`config.mk`:
```
export PLATFORM = sky130hd
export DESIGN_NAME = sa_pe_dbuf
export DESIGN_NICKNAME = d
export VERILOG_FILES = /design/src/rtl/sa_pkg.sv /design/src/rtl/sa_pe_wbuf.sv /design/src/rtl/sa_pe_dbuf.sv
export SDC_FILE = /design/constraint.sdc
export NUM_CORES = 1
export LEC_CHECK = 0
export BUFFER_PORTS_ARGS = -buffer_cell sky130_fd_sc_hd__buf_2
export CORE_ASPECT_RATIO = 0.9
export CORE_UTILIZATION = 55
export CTS_CLUSTER_DIAMETER = 200
export DETAILED_ROUTE_END_ITERATION = 8
export GPL_TIMING_DRIVEN = 0
export PLACE_DENSITY = 0.85
export SETUP_SLACK_MARGIN = 0.15
export SYNTH_ARGS = -nofsm -noshare
export SYNTH_HDL_FRONTEND = slang
export SYNTH_SLANG_ARGS = --single-unit
```
`constraint.sdc`:
```
create_clock -name CLK -period 7.65 [get_ports CLK]
set_input_delay 0.3825 -clock CLK [delete_from_list [all_inputs] [get_ports CLK]]
set_output_delay 0.3825 -clock CLK [all_outputs]
set_load 0.005 [all_outputs]
```
`src/rtl/sa_pkg.sv`:
```
// rtl/sa_pkg.sv - shared constants and saturating add for the systolic PE
package sa_pkg;

  // Runtime dataflow mode
  localparam logic MODE_WS = 1'b0;
  localparam logic MODE_OS = 1'b1;

  // Shadow weight buffer state encoding
  localparam logic [0:0] WB_EMPTY = 1'b0;
  localparam logic [0:0] WB_FULL  = 1'b1;

  // Default datapath widths
  localparam int SA_A_W = 8;
  localparam int SA_W_W = 8;
  localparam int SA_P_W = 24;

  // Wide working width for the accumulate path; any P_W up to 63 fits with headroom,
  // so the exact sum of two P_W-range values never overflows here.
  localparam int SA_WIDE_W = 64;
  typedef logic signed [SA_WIDE_W-1:0] sa_wide_t;

  // Adds two values already in P_W range and fits the exact sum back into pw bits:
  // clamp to the signed pw range when sat is set, otherwise two's-complement wrap.
  // The fitted result differs from the exact sum exactly when the sum was out of range.
  function automatic sa_wide_t sat_add(input sa_wide_t a, input sa_wide_t b,
                                       input int pw, input bit sat);
    sa_wide_t sum;
    sa_wide_t hi;
    sa_wide_t lo;
    sa_wide_t res;
    sum = a + b;
    hi  = (sa_wide_t'(1) <<< (pw - 1)) - sa_wide_t'(1);
    lo  = ~hi;
    if (sat) begin
      if (sum > hi)      res = hi;
      else if (sum < lo) res = lo;
      else               res = sum;
    end else begin
      res = (sum <<< (SA_WIDE_W - pw)) >>> (SA_WIDE_W - pw);
    end
    return res;
  endfunction

endpackage

```
`src/rtl/sa_pe_wbuf.sv`:
```
// rtl/sa_pe_wbuf.sv - shadow/active weight double buffer with EMPTY/FULL tracking
module sa_pe_wbuf
  import sa_pkg::*;
#(
  parameter int W_W = SA_W_W
) (
  input  logic                  CLK,
  input  logic                  RSTN,
  input  logic                  w_load_i,
  input  logic signed [W_W-1:0] w_in_i,
  input  logic                  w_swap_i,
  output logic signed [W_W-1:0] w_act_o,
  output logic                  w_full_o,
  output logic                  swap_err_o
);

  logic [0:0]            state_q, state_d;
  logic signed [W_W-1:0] w_act_q, w_act_d;
  logic signed [W_W-1:0] w_shd_q, w_shd_d;
  logic                  swap_err_q, swap_err_d;
  logic                  swap_ok;

  assign swap_ok = w_swap_i && (state_q == WB_FULL);

  // Next state: a swap commits only when the shadow holds data; a load always (re)fills
  // the shadow, so load+swap in FULL moves the old shadow to active and stays FULL.
  always_comb begin
    state_d    = state_q;
    w_act_d    = w_act_q;
    w_shd_d    = w_shd_q;
    swap_err_d = w_swap_i && (state_q == WB_EMPTY);
    if (swap_ok) begin
      w_act_d = w_shd_q;
      state_d = WB_EMPTY;
    end
    if (w_load_i) begin
      w_shd_d = w_in_i;
      state_d = WB_FULL;
    end
  end

  // Buffer registers; reset drops any pending shadow weight.
  always_ff @(posedge CLK or negedge RSTN) begin
    if (!RSTN) begin
      state_q    <= WB_EMPTY;
      w_act_q    <= '0;
      w_shd_q    <= '0;
      swap_err_q <= 1'b0;
    end else begin
      state_q    <= state_d;
      w_act_q    <= w_act_d;
      w_shd_q    <= w_shd_d;
      swap_err_q <= swap_err_d;
    end
  end

  assign w_act_o    = w_act_q;
  assign w_full_o   = (state_q == WB_FULL);
  assign swap_err_o = swap_err_q;

endmodule

```
`src/rtl/sa_pe_dbuf.sv`:
```
// rtl/sa_pe_dbuf.sv - systolic PE with double-buffered weights, WS/OS modes and saturating MAC
module sa_pe_dbuf
  import sa_pkg::*;
#(
  parameter int A_W = SA_A_W,
  parameter int W_W = SA_W_W,
  parameter int P_W = SA_P_W,
  parameter int SAT = 1
) (
  input  logic                  CLK,
  input  logic                  RSTN,
  input  logic                  MODE,
  input  logic                  W_LOAD,
  input  logic signed [W_W-1:0] W_IN,
  input  logic                  W_SWAP,
  input  logic                  EN_L,
  input  logic                  EN_T,
  output logic                  EN_R,
  output logic                  EN_D,
  input  logic signed [A_W-1:0] A_IN,
  output logic signed [A_W-1:0] A_OUT,
  input  logic signed [W_W-1:0] B_IN,
  output logic signed [W_W-1:0] B_OUT,
  input  logic signed [P_W-1:0] PSUM_IN,
  output logic signed [P_W-1:0] PSUM_OUT,
  input  logic                  ACC_CLR,
  input  logic                  DRAIN,
  output logic                  W_FULL,
  output logic                  SWAP_ERR,
  output logic                  OVF
);

  logic signed [W_W-1:0]     w_act;
  logic signed [W_W-1:0]     op;
  logic signed [A_W+W_W-1:0] prod;
  sa_wide_t                  prod_w, base_w, sum_w, fit_w;
  logic signed [P_W-1:0]     mac_res;
  logic                      mac_fire, fwd_en, os_mode, drain_os, out_of_range;

  logic signed [A_W-1:0]     a_q;
  logic signed [W_W-1:0]     b_q;
  logic                      en_r_q, en_d_q;
  logic signed [P_W-1:0]     psum_q, psum_d;
  logic signed [P_W-1:0]     acc_q, acc_d;
  logic                      ovf_q, ovf_d;

  sa_pe_wbuf #(
    .W_W (W_W)
  ) u_wbuf (
    .CLK        (CLK),
    .RSTN       (RSTN),
    .w_load_i   (W_LOAD),
    .w_in_i     (W_IN),
    .w_swap_i   (W_SWAP),
    .w_act_o    (w_act),
    .w_full_o   (W_FULL),
    .swap_err_o (SWAP_ERR)
  );

  assign os_mode  = (MODE == MODE_OS);
  assign mac_fire = EN_L && EN_T;
  assign fwd_en   = EN_L || EN_T;
  assign drain_os = DRAIN && os_mode;

  // Multiplier operand: stationary weight in WS, streamed B in OS.
  assign op = os_mode ? B_IN : w_act;

  // Sign-extend both operands to the full product width so the low bits of the
  // unsigned multiply are the exact signed product.
  assign prod = $signed({{W_W{A_IN[A_W-1]}}, A_IN} * {{A_W{op[W_W-1]}}, op});

  // One adder serves both modes: WS adds the incoming partial sum, OS the local accumulator.
  assign prod_w       = sa_wide_t'(prod);
  assign base_w       = os_mode ? sa_wide_t'(acc_q) : sa_wide_t'(PSUM_IN);
  assign sum_w        = base_w + prod_w;
  assign fit_w        = sat_add(base_w, prod_w, P_W, SAT != 0);
  assign out_of_range = (fit_w != sum_w);
  assign mac_res      = $signed(fit_w[P_W-1:0]);

  // Result/accumulator next state. A drain that coincides with a MAC emits the updated
  // sum so the product is not lost; ACC_CLR wins over any accumulator update but never
  // touches PSUM_OUT.
  always_comb begin
    psum_d = psum_q;
    acc_d  = acc_q;
    ovf_d  = ovf_q;
    if (drain_os) begin
      psum_d = mac_fire ? mac_res : acc_q;
    end else if (mac_fire && !os_mode) begin
      psum_d = mac_res;
    end
    if (ACC_CLR || drain_os) begin
      acc_d = '0;
    end else if (mac_fire && os_mode) begin
      acc_d = mac_res;
    end
    if (ACC_CLR) begin
      ovf_d = 1'b0;
    end else if (mac_fire && out_of_range) begin
      ovf_d = 1'b1;
    end
  end

  // Neighbour forwarding registers; they hold whenever neither enable is present.
  always_ff @(posedge CLK or negedge RSTN) begin
    if (!RSTN) begin
      a_q    <= '0;
      b_q    <= '0;
      en_r_q <= 1'b0;
      en_d_q <= 1'b0;
    end else if (fwd_en) begin
      a_q    <= A_IN;
      b_q    <= B_IN;
      en_r_q <= EN_L;
      en_d_q <= EN_T;
    end
  end

  // Partial-sum output, OS accumulator and sticky overflow flag.
  always_ff @(posedge CLK or negedge RSTN) begin
    if (!RSTN) begin
      psum_q <= '0;
      acc_q  <= '0;
      ovf_q  <= 1'b0;
    end else begin
      psum_q <= psum_d;
      acc_q  <= acc_d;
      ovf_q  <= ovf_d;
    end
  end

  assign A_OUT    = a_q;
  assign B_OUT    = b_q;
  assign EN_R     = en_r_q;
  assign EN_D     = en_d_q;
  assign PSUM_OUT = psum_q;
  assign OVF      = ovf_q;

endmodule

```
# == Word-level counts from Yosys, hierarchy flattened ==
# Index checks and enable logic that the tools add are counted.
# totals
reg_bits,85
in_bits,57
out_inout_bits,45
wordCells,44
# op_classes
add_sub_neg,1
multipliers,1
n_lt_le_gt_ge,2
n_eq_ne,1
muxes,13
bitwise,1
reduce_logical,14
# ops
op,count
two-way mux 64 bit,3
two-way mux 24 bit,5
adder 64 x 16 -> 64 bit,1
"greater-than comparator 64 x 24 -> 1 bit, second input constant",1
"less-than comparator 64 x 24 -> 1 bit, second input constant",1
inequality test 64 bit,1
multiplier 8 x 8 -> 16 bit,1
two-way mux 8 bit,1
nonzero test 2 bit,4
logical AND 1 bit,7
two-way mux 1 bit,4
logical OR 1 bit,2
logical NOT 1 bit,1
inverter 1 bit,1

# == Logic depth before layout (Yosys ltp) ==
# Gate-level depths: netlist of run 1.
# logic_depth
depth_word,10
ltp_mapped,35
ltp_nobuf,33

# == Modules after synthesis ==
# Synthesis of run 1 repeated with hierarchy kept, for this count alone.
# unflattened
hier_cells,867
area_unflattened_um2,8897.3
# by_module_without_submodules
module,instances,cells_each,area_per_inst_um2,seq_area_each_um2
sa_pe_dbuf,1,828,8234.1,1676.6
sa_pe_wbuf,1,39,663.1,450.4

# == Worst setup path before layout of run 1 ==
# Ideal clock, no wire load.
# synth_path
path_kind,input -> register
from,input port MODE
to,register acc_q[3]
setup_ns,0.066
t_arrival_ns,8.628
t_required_ns,7.584
slack_ns,-1.045
cell_stages,31
path_buffers,4
cell_sequence,clkbuf_1 clkbuf_1 mux2_2 nand2_1 fa_1 fa_1 inv_1 fa_1 fa_1 ha_1 ha_1 clkbuf_1 and4_1 and3_1 a211o_1 a31oi_1 nor2b_1 o21ai_0 nand2b_1 a21o_1 ha_1 nor4_1 a21oi_1 a311oi_1 nand3_1 a211oi_1 nand2_1 ha_1 nor2_1 clkbuf_1 a221o_1
# synth_via
elab_chain_cells,8
elab_cells_between_ends,14
classes_between,add/sub (1); mul (1); order compare (2); mux (6); reduce/logical (4)
# synth_lines
item,line_no,source
start: declaration,sa_pe_dbuf.sv:12,"input logic MODE,"
two-way mux 8 bit,sa_pe_dbuf.sv:66,assign op = os_mode ? B_IN : w_act;
multiplier 8 x 8 -> 16 bit,sa_pe_dbuf.sv:70,"assign prod = $signed({{W_W{A_IN[A_W-1]}}, A_IN} * {{A_W{op[W_W-1]}}, op});"
adder 64 x 16 -> 64 bit,sa_pkg.sv:31,sum = a + b;
less-than comparator 64 x 24 -> 1 bit,sa_pkg.sv:36,else if (sum < lo) res = lo;
two-way mux 64 bit,sa_pkg.sv:36,
two-way mux 64 bit,sa_pkg.sv:35,if (sum > hi) res = hi;
two-way mux 24 bit,sa_pe_dbuf.sv:94,end else if (mac_fire && os_mode) begin
two-way mux 24 bit,sa_pe_dbuf.sv:92,if (ACC_CLR || drain_os) begin
end signal: assignment,sa_pe_dbuf.sv:123,acc_q <= '0;
end signal: assignment,sa_pe_dbuf.sv:127,acc_q <= acc_d;
end: declaration,sa_pe_dbuf.sv:44,"logic signed [P_W-1:0] acc_q, acc_d;"
# Parallel ways exist; a longest one is shown, timed or not. The select of a mux whose other input is x is not followed.
# A chain may end at the register's enable or synchronous reset.

# == Worst setup path in the final report of run 1 ==
# layout_path
from,"register u_wbuf.w_act_q[2], in the netlist u_wbuf.w_act_o[2]"
to,register acc_q[3]
# layout_via
elab_chain_cells,8
elab_cells_between_ends,9
classes_between,add/sub (1); mul (1); order compare (2); mux (5)
# layout_lines
item,line_no,source
start: declaration,sa_pe_wbuf.sv:18,"logic signed [W_W-1:0] w_act_q, w_act_d;"
start signal: assignment,sa_pe_wbuf.sv:51,w_act_q <= w_act_d;
two-way mux 8 bit (*),sa_pe_dbuf.sv:66,
multiplier 8 x 8 -> 16 bit (*),sa_pe_dbuf.sv:70,
adder 64 x 16 -> 64 bit (*),sa_pkg.sv:31,
less-than comparator 64 x 24 -> 1 bit,sa_pkg.sv:36,
two-way mux 64 bit,sa_pkg.sv:36,
two-way mux 64 bit (*),sa_pkg.sv:35,
two-way mux 24 bit (*),sa_pe_dbuf.sv:94,
two-way mux 24 bit (*),sa_pe_dbuf.sv:92,
# Every way passes the cells marked *; elsewhere a longest branch is shown, timed or not. The select of a mux whose other input is x is not followed.

==> results of run 1 <==
cell type report:
cell class                 count  area share
multi-input combinational    660       0.614
clock buffer                  10      0.0204
clock inverter                 6     0.00847
tap                          207      0.0231
sequential                    85       0.190
timing repair buffer         134      0.0802
buffer                        45      0.0274
inverter                     108      0.0374
critical path, delay by kind of cell (launching register included):
family,cells,cell delay (ns)
fa+ha+maj,8,3.47
mux,1,0.18
flops,1,0.41
buf+inv,6,0.67
simple gates,9,1.09
compound gates,8,1.82
flip-flops by register name (all words and copies together) (netlist names), 8 cells and up:
register / flops
PSUM_OUT: 24
u_wbuf.w_shd_q: 8
u_wbuf.w_act_o: 8
A_OUT: 8
B_OUT: 8
acc_q: 24
logic make-up (layout without fill, tap and decap cells):
family	Yosys count	in the layout	synth area share
multiplexers	66	66	0.0762
XOR/XNOR	20	20	0.0189
flip-flops	85	85	0.229
AO/OA/AOI/OAI	179	179	0.157
adder cells (fa/ha/maj)	179	179	0.330
AND/OR/NAND/NOR	216	216	0.123
buffers and inverters	153	303	0.0663
per-layer routing:
metal	global-route usage	vias up	part of all wire
met5	0	-	0
met2	0.488	356	0.48
met3	0.0552	61	0.070
li1	-	3440	-
met4	0.104	0	0.027
met1	0.404	3775	0.42
final timing paths:
check,from,end,cells past startpoint
worst min-delay path,W_SWAP,u_wbuf.swap_err_o,3
max in group asynchronous,RSTN,acc_q[22],3
worst max-delay path,u_wbuf.w_act_o[2],acc_q[3],32
min in group asynchronous,RSTN,u_wbuf.swap_err_o,2
worst min register to register,u_wbuf.w_full_o,u_wbuf.swap_err_o,1
worst max register to register,u_wbuf.w_act_o[2],acc_q[3],32
cell usage after synthesis (2+ instances only):
cell	n	area [um2]
nor2_1	32	120
xnor2_1	15	131
mux2i_1	28	280
a221oi_1	3	26.3
o21ai_1	5	25.0
nand3_1	10	50.1
and2_1	16	100
a221oi_2	20	300
fa_1	110	2200
and4_1	6	52.6
a211oi_2	4	50.1
nor2b_1	22	138
nand4_1	4	25.0
nand2b_1	28	175
a211o_1	3	26.3
xor2_1	5	43.8
nor3_1	31	155
o22ai_1	24	150
o21ai_0	17	85.1
a21o_1	12	90.1
buf_1	6	22.5
o221ai_1	2	17.5
o21a_1	6	45.0
a221o_1	24	240
or3_1	3	18.8
a21oi_1	32	160
nand2_1	45	169
o21bai_1	4	30.0
nor4_1	5	31.3
inv_1	108	405
mux2_2	38	428
a211oi_1	2	15.0
buf_6	4	45.0
clkbuf_1	26	97.6
ha_1	69	863
and3_1	5	31.3
o211ai_1	8	60.1
or4_1	3	22.5
dfrtp_1	85	2130
buf_2	9	45.0
repair_timing:
item | CTS | global route
pin swaps | 31 | 16
hold buffers | 1 | 0
buffers inserted | 20 | 11
resized for setup | 52 | 33
setup endpoints to repair | 49 | 49
cloned | 6 | 0
hold endpoints to repair | 15 | 0
stage by stage:
| step | hold WS (ns) | std cells |
|---|---|---|
| floorplan | 0.0869 | 898 |
| global placement | 0.454 | 1200 |
| detailed placement | 0.258 | 1201 |
| CTS | 0.258 | 1244 |
| global route | 0.257 | 1255 |
| finish | 0.257 | 1255 |
==> parameters.txt, run 1 <==
Parameter                              Value

Timing
  Maximum achievable frequency    around 130 MHz
  Min Clock Period, post-route    7.76 ns
  Worst clock skew    about 0.010 ns
  Final sum of negative setup slack    -2.52 ns
  Transition time of the tightest slew-check pin    0.744 ns
  Setup slack of the critical path after layout    -0.107 ns
  Worst max-slew margin expressed relative to the limit    0.501
  Unrepaired setup endpoints after global routing    true
  Slew Limit Fails    0
  Count of endpoints failing setup in the final report    43
  Final critical-path share of the clock period    1.01
  Number of failing hold endpoints at the final stage    0

Final layout
  Fill cell total of the finished layout    approximately 1100
  Area of all sequential standard cells    about 0.0021 mm2
  Layout net count    ~1300
  Area growth from synthesis to final layout    20.8%
  Layout cells sized above 1    0.279
  ANT cells    0
  Multi-input gate area    a little under 0.007 mm2
  Commonest cells after routing, fill and taps aside    fa_1 (108), buf_2 (104), inv_1 (102), dfrtp_1 (85), ha_1 (63)
  Final instance area    0.0112 mm2
  Utilization after layout    0.689
  Leading cell type in the layout, fill and taps excluded    fa_1

Clock tree
  TritonCTS clock tree    built
  Clock buffers created by TritonCTS    9
  Max Buffers Root-to-Sink    2
  Sink Count    between 80 and 90
  Clk pin slew, worst setup/hold paths    0.07 ns
  Maximum level of the CTS H-tree    3
  Cell chosen for the clock root    clkbuf_16
  Clock latency on the worst-skew pair    0.36 ns

Drt
  Count of unresolved DRC violations after routing    0
  Number of design-rule violations left by the first detailed-router iteration    between 500 and 600
  Antenna Violating Nets Remaining    0
  Total iterations of the first detailed-routing run    7
  Via density per instance    between 6 and 7
  Average wire length per cell after detail routing    between 15 and 20 um
  Detailed-route wire length    between 20000 and 25000 um
  Number of vias in the routed layout    roughly 7600

Floorplan
  I/O Pins    between 100 and 150
  Die H    between 100 and 150 um
  Overall die area    ~0.017 mm2
  Core ar.    about 0.016 mm2
  Width of the chip    between 100 and 150 um
  Standard-cell rows    44
  Starting utilization of the core area    0.570

Yosys
  Number of instances in the synthesized netlist    between 800 and 900
  Fraction of registers with async set or reset after synthesis    1.00
  Portion of the post-synthesis area used by sequential elements    0.229
  Synth Register Bits    between 80 and 90
  Post-synthesis net count    between 1000 and 1500
  Area of the mapped netlist    0.00929 mm2
  EDFF count, synth    0
  Post-Syn Area per Cell    10.3 um2
  Primary flip-flop cell chosen by synthesis mapping    dfrtp_1
  Yosys cell types    59
  Ys Warns    0

Setup path
  Kind of critical path    register to register
  Most used cell along the critical path    ha_1
  R2R setup slack    -0.11 ns
  Required time of the critical path    7.89 ns
  Peak fanout along the critical path    6
  Slowest cell on crit path    fa_2
  Worst Setup Start Kind    register
  Slowest cell delay on critical path    around 0.6 ns
  Critical Path AT    about 8 ns
  Nature of the critical path endpoint    register

Global route
  Residual overflow from global routing    0
  Vias in the first global route    between 7000 and 8000
  Combined global-route utilization of all metal layers    0.300
  Largest net degree at the start of global routing    a little over 70
  Global-route wire length before repair    between 40000 and 50000 um
  Initial antenna violation count    0

Placement
  Final HPWL DP    about 18000 um
  Worst slack, placed    -1.23 ns
  Final weighted congestion in routability-driven placement    between 0.9 and 1
  Cell Area, Placed    0.0102 mm2
  Port Buf Inserts    95

Outcome
  Failing checks    setup timing
  Status    finished, violations left

Flow run
  Number of max-cap violations    0

Worst hold path
  Type of the most critical hold path    primary input to register
Power of run 1 is left out: the tool's default activity adds up to more than one toggle a clock period on the data nets, which glitch-free logic cannot reach.
==> inputs of run 2 (changes only) <==
- CORE_MARGIN: unset -> 2
- PLACE_DENSITY: 0.85 -> 0.82
- clock period: 7.65 -> 7.9 ns (I/O delays scaled with it)
==> run 2 against run 1 <==
Net effect:
- the flow still finishes with violations (setup timing)
- critical endpoint is now acc_q[8]
- clock-buffer cell count unchanged
- flip-flop and latch count unchanged
- highest routed layer unchanged
- routed wire length up 1.7%
==> parameters.txt, run 2 (synthesized netlist as in run 1, its figures left out) <==
Parameter                              Value

Outcome
  Status    finished, violations left
  Failing checks    setup timing

Timing
  Worst clock skew    between 0.01 and 0.015 ns
  Min Clock Period, post-route    between 7 and 8 ns
  Transition time of the tightest slew-check pin    a little over 0.8 ns
  Slew Limit Fails    0
  Worst max-slew margin expressed relative to the limit    0.454
  Final critical-path share of the clock period    1.00
  Unrepaired setup endpoints after global routing    true
  Maximum achievable frequency    126 MHz
  Setup slack of the critical path after layout    -0.0153 ns
  Number of failing hold endpoints at the final stage    0
  Count of endpoints failing setup in the final report    1

Global route
  Combined global-route utilization of all metal layers    0.277
  Initial antenna violation count    0
  Global-route wire length before repair    between 30000 and 40000 um
  Residual overflow from global routing    0
  Vias in the first global route    7590
  Largest net degree at the start of global routing    74

Setup path
  Slowest cell delay on critical path    0.60 ns
  Kind of critical path    register to register
  Slowest cell on crit path    fa_2
  Most used cell along the critical path    fa_1
  Peak fanout along the critical path    7
  Worst reg2reg path startpoint    u_wbuf.w_act_o[2]
  Worst reg-to-reg path cell count    28
  Required time of the critical path    just over 8 ns
  Critical Path AT    roughly 8.2 ns
  Number of gates on the worst path with buffers counted    28
  Kind of cell adding the most delay to the critical path    adder cells
  Worst Setup Start Kind    register
  Worst setup path startpoint    u_wbuf.w_act_o[2]
  Nature of the critical path endpoint    register
  Critical path buffer and inverter count    7

Floorplan
  Starting utilization of the core area    0.555
  Standard-cell rows    45
  I/O Pins    roughly 100
  Overall die area    between 0.015 and 0.02 mm2
  Width of the chip    ~140 um
  Die H    127 um
  Core ar.    between 0.015 and 0.02 mm2

Final layout
  Layout net count    ~1300
  Final instance area    between 0.01 and 0.015 mm2
  Area growth from synthesis to final layout    23.7%
  Fill cell total of the finished layout    around 1200
  Area of all sequential standard cells    around 0.0021 mm2
  ANT cells    0
  Commonest cells after routing, fill and taps aside    fa_1 (107), inv_1 (102), buf_2 (101), dfrtp_1 (85), ha_1 (59)
  Layout cells sized above 1    0.308
  Multi-input gate area    a little over 0.007 mm2
  Leading cell type in the layout, fill and taps excluded    fa_1

Flow run
  Number of max-cap violations    0

Worst hold path
  Hold Path Stages    2
  Type of the most critical hold path    primary input to register
  Worst Min Path Start    W_IN[0]

Drt
  Count of unresolved DRC violations after routing    0
  Number of vias in the routed layout    ~7700
  Via density per instance    approximately 6.0
  Average wire length per cell after detail routing    ~20 um
  Number of design-rule violations left by the first detailed-router iteration    between 400 and 500
  Antenna Violating Nets Remaining    0
  Total iterations of the first detailed-routing run    7
  Detailed-route wire length    25300 um

Clock tree
  Clk pin slew, worst setup/hold paths    around 0.07 ns
  Cell chosen for the clock root    clkbuf_16
  TritonCTS clock tree    built
  Clock latency on the worst-skew pair    between 0.3 and 0.4 ns
  Max Buffers Root-to-Sink    2
  Maximum level of the CTS H-tree    3
  Sink Count    85
  Clock buffers created by TritonCTS    9

Placement
  Final HPWL DP    18200 um
  Final weighted congestion in routability-driven placement    ~0.91
  Cell Area, Placed    ~0.010 mm2
  Port Buf Inserts    between 90 and 100
run 2: cell types whose count changed in the layout (fill, tap and decap cells not counted), sizes merged:
cell,before,now
buf,153,173
bufinv,2,0
clkbuf,35,32
clkinv,2,3
clkinvlp,3,4
run 2: worst reg2reg max path, delay by kind of cell (launching register included):
family                   cells  cell delay, ns
adder cells (fa/ha/maj)      7            3.03
AO/OA/AOI/OAI                7            1.71
AND/OR/NAND/NOR              6            1.54
buffers and inverters        7            0.89
flip-flops                   1            0.42
multiplexers                 1            0.19
run 2: final cells by class:
cell class,count,area share
Timing Repair Buffer,151,0.0872
Clock inverter,6,0.00403
Clock buffer,10,0.0208
Multi-Input combinational cell,660,0.615
Sequential cell,85,0.185
Tap cell,211,0.0230
Buffer,45,0.0281
Inverter,108,0.0365
run 2: layer usage:
metal | vias up | routed length [um] | track usage
met1 | 3828 | 10800 | 0.398
li1 | 3477 | - | -
met2 | 350 | 12400 | 0.445
met4 | 0 | 626 | 0.0771
met3 | 58 | 1570 | 0.0416
met5 | - | 0 | 0
run 2: final timing paths:
check / slack, ns / endpoint
min: 0.27 / u_wbuf.w_shd_q[0]
min in group asynchronous: 0.43 / u_wbuf.swap_err_o
max reg2reg: -0.02 / acc_q[8]
max: -0.02 / acc_q[8]
max in group asynchronous: 6.85 / PSUM_OUT[22]
min reg2reg: 0.48 / u_wbuf.swap_err_o
run 2: metrics by stage:
step	setup TNS (ns)	setup slack, ns	util	hold slack, ns	std cells
after floorplan	0	0.152	-	0.0994	898
after global placement	-47.17	-1.01	0.608	0.453	1204
after detailed placement	-51.01	-1.09	0.610	0.259	1205
after CTS	0	0.0159	0.653	0.267	1251
after global routing	-7.97	-0.206	0.687	0.270	1276
final	-0.0153	-0.0153	0.687	0.272	1276
run 2: timing repair:
action,CTS,global route
pin swaps,23,75
endpoints found under the setup margin,49,49
hold endpoints to repair,12,0
gates cloned,3,1
hold buffers,1,0
gates resized for setup,46,82
buffers inserted,26,24
Power of run 2 is left out for the same reason.
==> inputs of run 3 (changes only) <==
- ABC_AREA: unset -> 1
- PLACE_DENSITY: 0.82 -> 0.75
==> run 3 against run 2 <==
Net effect:
- the run now ends clean
- design area decreased by 4.9%
- die area rose by 2.8%
- highest routed layer unchanged
- register-to-register slack improved by 0.65 ns
- clock-buffer cell count decreased by 1
- utilization decreased by 4.2 points
- routed wire length down 3.7%
- area after synthesis up 2.9%
- maximum frequency up 8.3%
- worst hold slack lost 0.038 ns
- synthesized cell count increased by 45%
- flip-flop and latch count unchanged
==> parameters.txt, run 3 <==
Parameter                              Value

Clock tree
  Clk pin slew, worst setup/hold paths    0.07 ns
  Sink Count    85
  Cell chosen for the clock root    clkbuf_16
  Clock latency on the worst-skew pair    about 0.36 ns
  TritonCTS clock tree    built
  Maximum level of the CTS H-tree    3
  Clock buffers created by TritonCTS    9
  Max Buffers Root-to-Sink    2

Worst hold path
  Worst Min Path Start    ACC_CLR
  Type of the most critical hold path    primary input to register

Yosys
  Synth Register Bits    85
  Primary flip-flop cell chosen by synthesis mapping    dfrtp_1
  Ys Warns    0
  Leading post-synthesis cells by cell area    fa_1 (23%), dfrtp_1 (22%), nand2_1 (16%)
  EDFF count, synth    0
  Share of the synthesized area in the top cell type    0.231
  Post-synthesis net count    about 1500
  Yosys cell types    36
  Portion of the post-synthesis area used by sequential elements    0.223
  Leading post-synthesis cells by instance count    nand2_1 (398), inv_1 (248), fa_1 (110)
  Fraction of registers with async set or reset after synthesis    1.00
  Number of instances in the synthesized netlist    about 1300
  Cell accounting for the most synthesized area    fa_1
  Library cell with the highest instance count after synthesis    nand2_1
  Post-Syn Area per Cell    between 7 and 8 um2
  Area of the mapped netlist    0.00955 mm2

Setup path
  Slowest cell delay on critical path    0.60 ns
  Slowest cell on crit path    fa_2
  Peak fanout along the critical path    10
  Worst reg2reg path startpoint    u_wbuf.w_act_o[5]
  Worst Setup Start Kind    primary input
  Kind of critical path    primary input to register
  Critical Path AT    roughly 7.5 ns
  Worst setup path startpoint    MODE
  Nature of the critical path endpoint    register
  Required time of the critical path    slightly above 8 ns
  Most used cell along the critical path    nand2_1

Placement
  Port Buf Inserts    100
  Cell Area, Placed    a little over 0.01 mm2
  Worst slack, placed    -1.68 ns
  Final HPWL DP    ~20000 um
  Final weighted congestion in routability-driven placement    0.953

Global route
  Initial antenna violation count    0
  Largest net degree at the start of global routing    between 70 and 80
  Combined global-route utilization of all metal layers    0.280
  Residual overflow from global routing    0
  Global-route wire length before repair    40300 um
  Vias in the first global route    between 8000 and 9000

Final layout
  Area growth from synthesis to final layout    14.4%
  Layout cells sized above 1    0.131
  Layout net count    approximately 1700
  ANT cells    0
  Final instance area    0.0109 mm2
  Commonest cells after routing, fill and taps aside    nand2_1 (395), inv_1 (243), fa_1 (108), buf_2 (102), nor2_1 (94)
  Leading cell type in the layout, fill and taps excluded    nand2_1

Drt
  Number of vias in the routed layout    8477
  Total iterations of the first detailed-routing run    5
  Antenna Violating Nets Remaining    0
  Via density per instance    ~5
  Count of unresolved DRC violations after routing    0
  Detailed-route wire length    ~24000 um
  Average wire length per cell after detail routing    14.7 um
  Number of design-rule violations left by the first detailed-router iteration    525

Timing
  Final critical-path share of the clock period    0.925
  Maximum achievable frequency    between 100 and 150 MHz
  Worst max-slew margin expressed relative to the limit    0.580
  Worst clock skew    0.0156 ns
  Slew Limit Fails    0
  Final sum of negative setup slack    0 ns
  Setup slack of the critical path after layout    between 0.5 and 0.6 ns
  Number of failing hold endpoints at the final stage    0
  Min Clock Period, post-route    ~7.3 ns
  Transition time of the tightest slew-check pin    about 0.63 ns
  Count of endpoints failing setup in the final report    0
  Worst hold margin    approximately 0.23 ns
  Unrepaired setup endpoints after global routing    false

Floorplan
  Core ar.    ~0.017 mm2
  Width of the chip    143 um
  Die H    129 um
  Starting utilization of the core area    0.564
  Overall die area    around 0.018 mm2
  I/O Pins    102
  Standard-cell rows    45

Flow run
  Number of max-cap violations    0

Outcome
  Status    complete, no violations
-- run 3: cell count changes after synthesis, sizes merged, moves of 23 or more --
| cell | before | now |
|---|---|---|
| nand2 | 45 | 415 |
| inv | 108 | 250 |
| o21ai | 22 | 120 |
| nor2 | 33 | 97 |
| mux2 | 38 | 0 |
| mux2i | 28 | 0 |
| nand2b | 28 | 0 |
| nand3 | 10 | 38 |
| nor3 | 32 | 7 |
| a221o | 24 | 0 |
| a221oi | 23 | 0 |
| o22ai | 24 | 1 |
-- run 3: critical path: cells and delay by family --
kind	cells	cell delay (ns)
AOI/OAI and AO/OA	4	0.69
adders and majority gates	8	3.43
buffers and inverters	9	1.33
and+or+nand+nor	16	1.67
-- run 3: logic make-up (layout without fill, tap and decap cells) --
kind of cell             after synthesis  after routing  share of synthesized area
AND/OR/NAND/NOR                      577            577                      0.244
AO/OA/AOI/OAI                        172            172                     0.0933
buffers and inverters                282            406                      0.114
flip-flops                            85             85                      0.223
adder cells (fa/ha/maj)              179            179                      0.321
XOR/XNOR                               6              6                    0.00550
-- run 3: path summary, 6_finish.rpt --
| check | cells after the start | slack (ns) | end |
|---|---|---|---|
| hold reg to reg | 1 | 0.48 | EN_R |
| max in group asynchronous | 3 | 6.85 | acc_q[20] |
| setup / recovery | 37 | 0.59 | PSUM_OUT[19] |
| hold / removal | 2 | 0.23 | OVF |
| min in group asynchronous | 2 | 0.42 | B_OUT[3] |
| setup reg to reg | 33 | 0.63 | PSUM_OUT[19] |
-- run 3: layout make-up --
type,count,area [um2]
fill,1509,6020
sequential,85,2130
timing repair buffer,109,593
inverter,252,962
clock inverter,6,71.3
multi-input combinational,934,6490
clock buffer,9,225
tap,235,294
buffer,30,170
-- run 3: metrics by stage --
step | cells | utilization
floorplan | 1301 | -
global placement | 1636 | 0.611
detailed placement | 1637 | 0.612
CTS | 1656 | 0.636
global route | 1660 | 0.645
finish | 1660 | 0.645
-- run 3: repair_timing --
action | 4_1_cts | 5_1_grt
resized for setup | 24 | 28
pin swaps | 1 | 5
hold buffers | 1 | 0
setup buffers | 3 | 4
endpoints found under the hold margin | 14 | 0
endpoints found under the setup margin | 49 | 47
-- run 3: per-layer routing --
layer | GRT usage | up-vias | wire [um]
met1 | 0.417 | 3981 | 11400
met5 | 0 | - | 0
li1 | - | 4200 | -
met2 | 0.431 | 270 | 10800
met4 | 0.0635 | 0 | 355
met3 | 0.0528 | 26 | 1740
Power of run 3 is left out for the same reason.
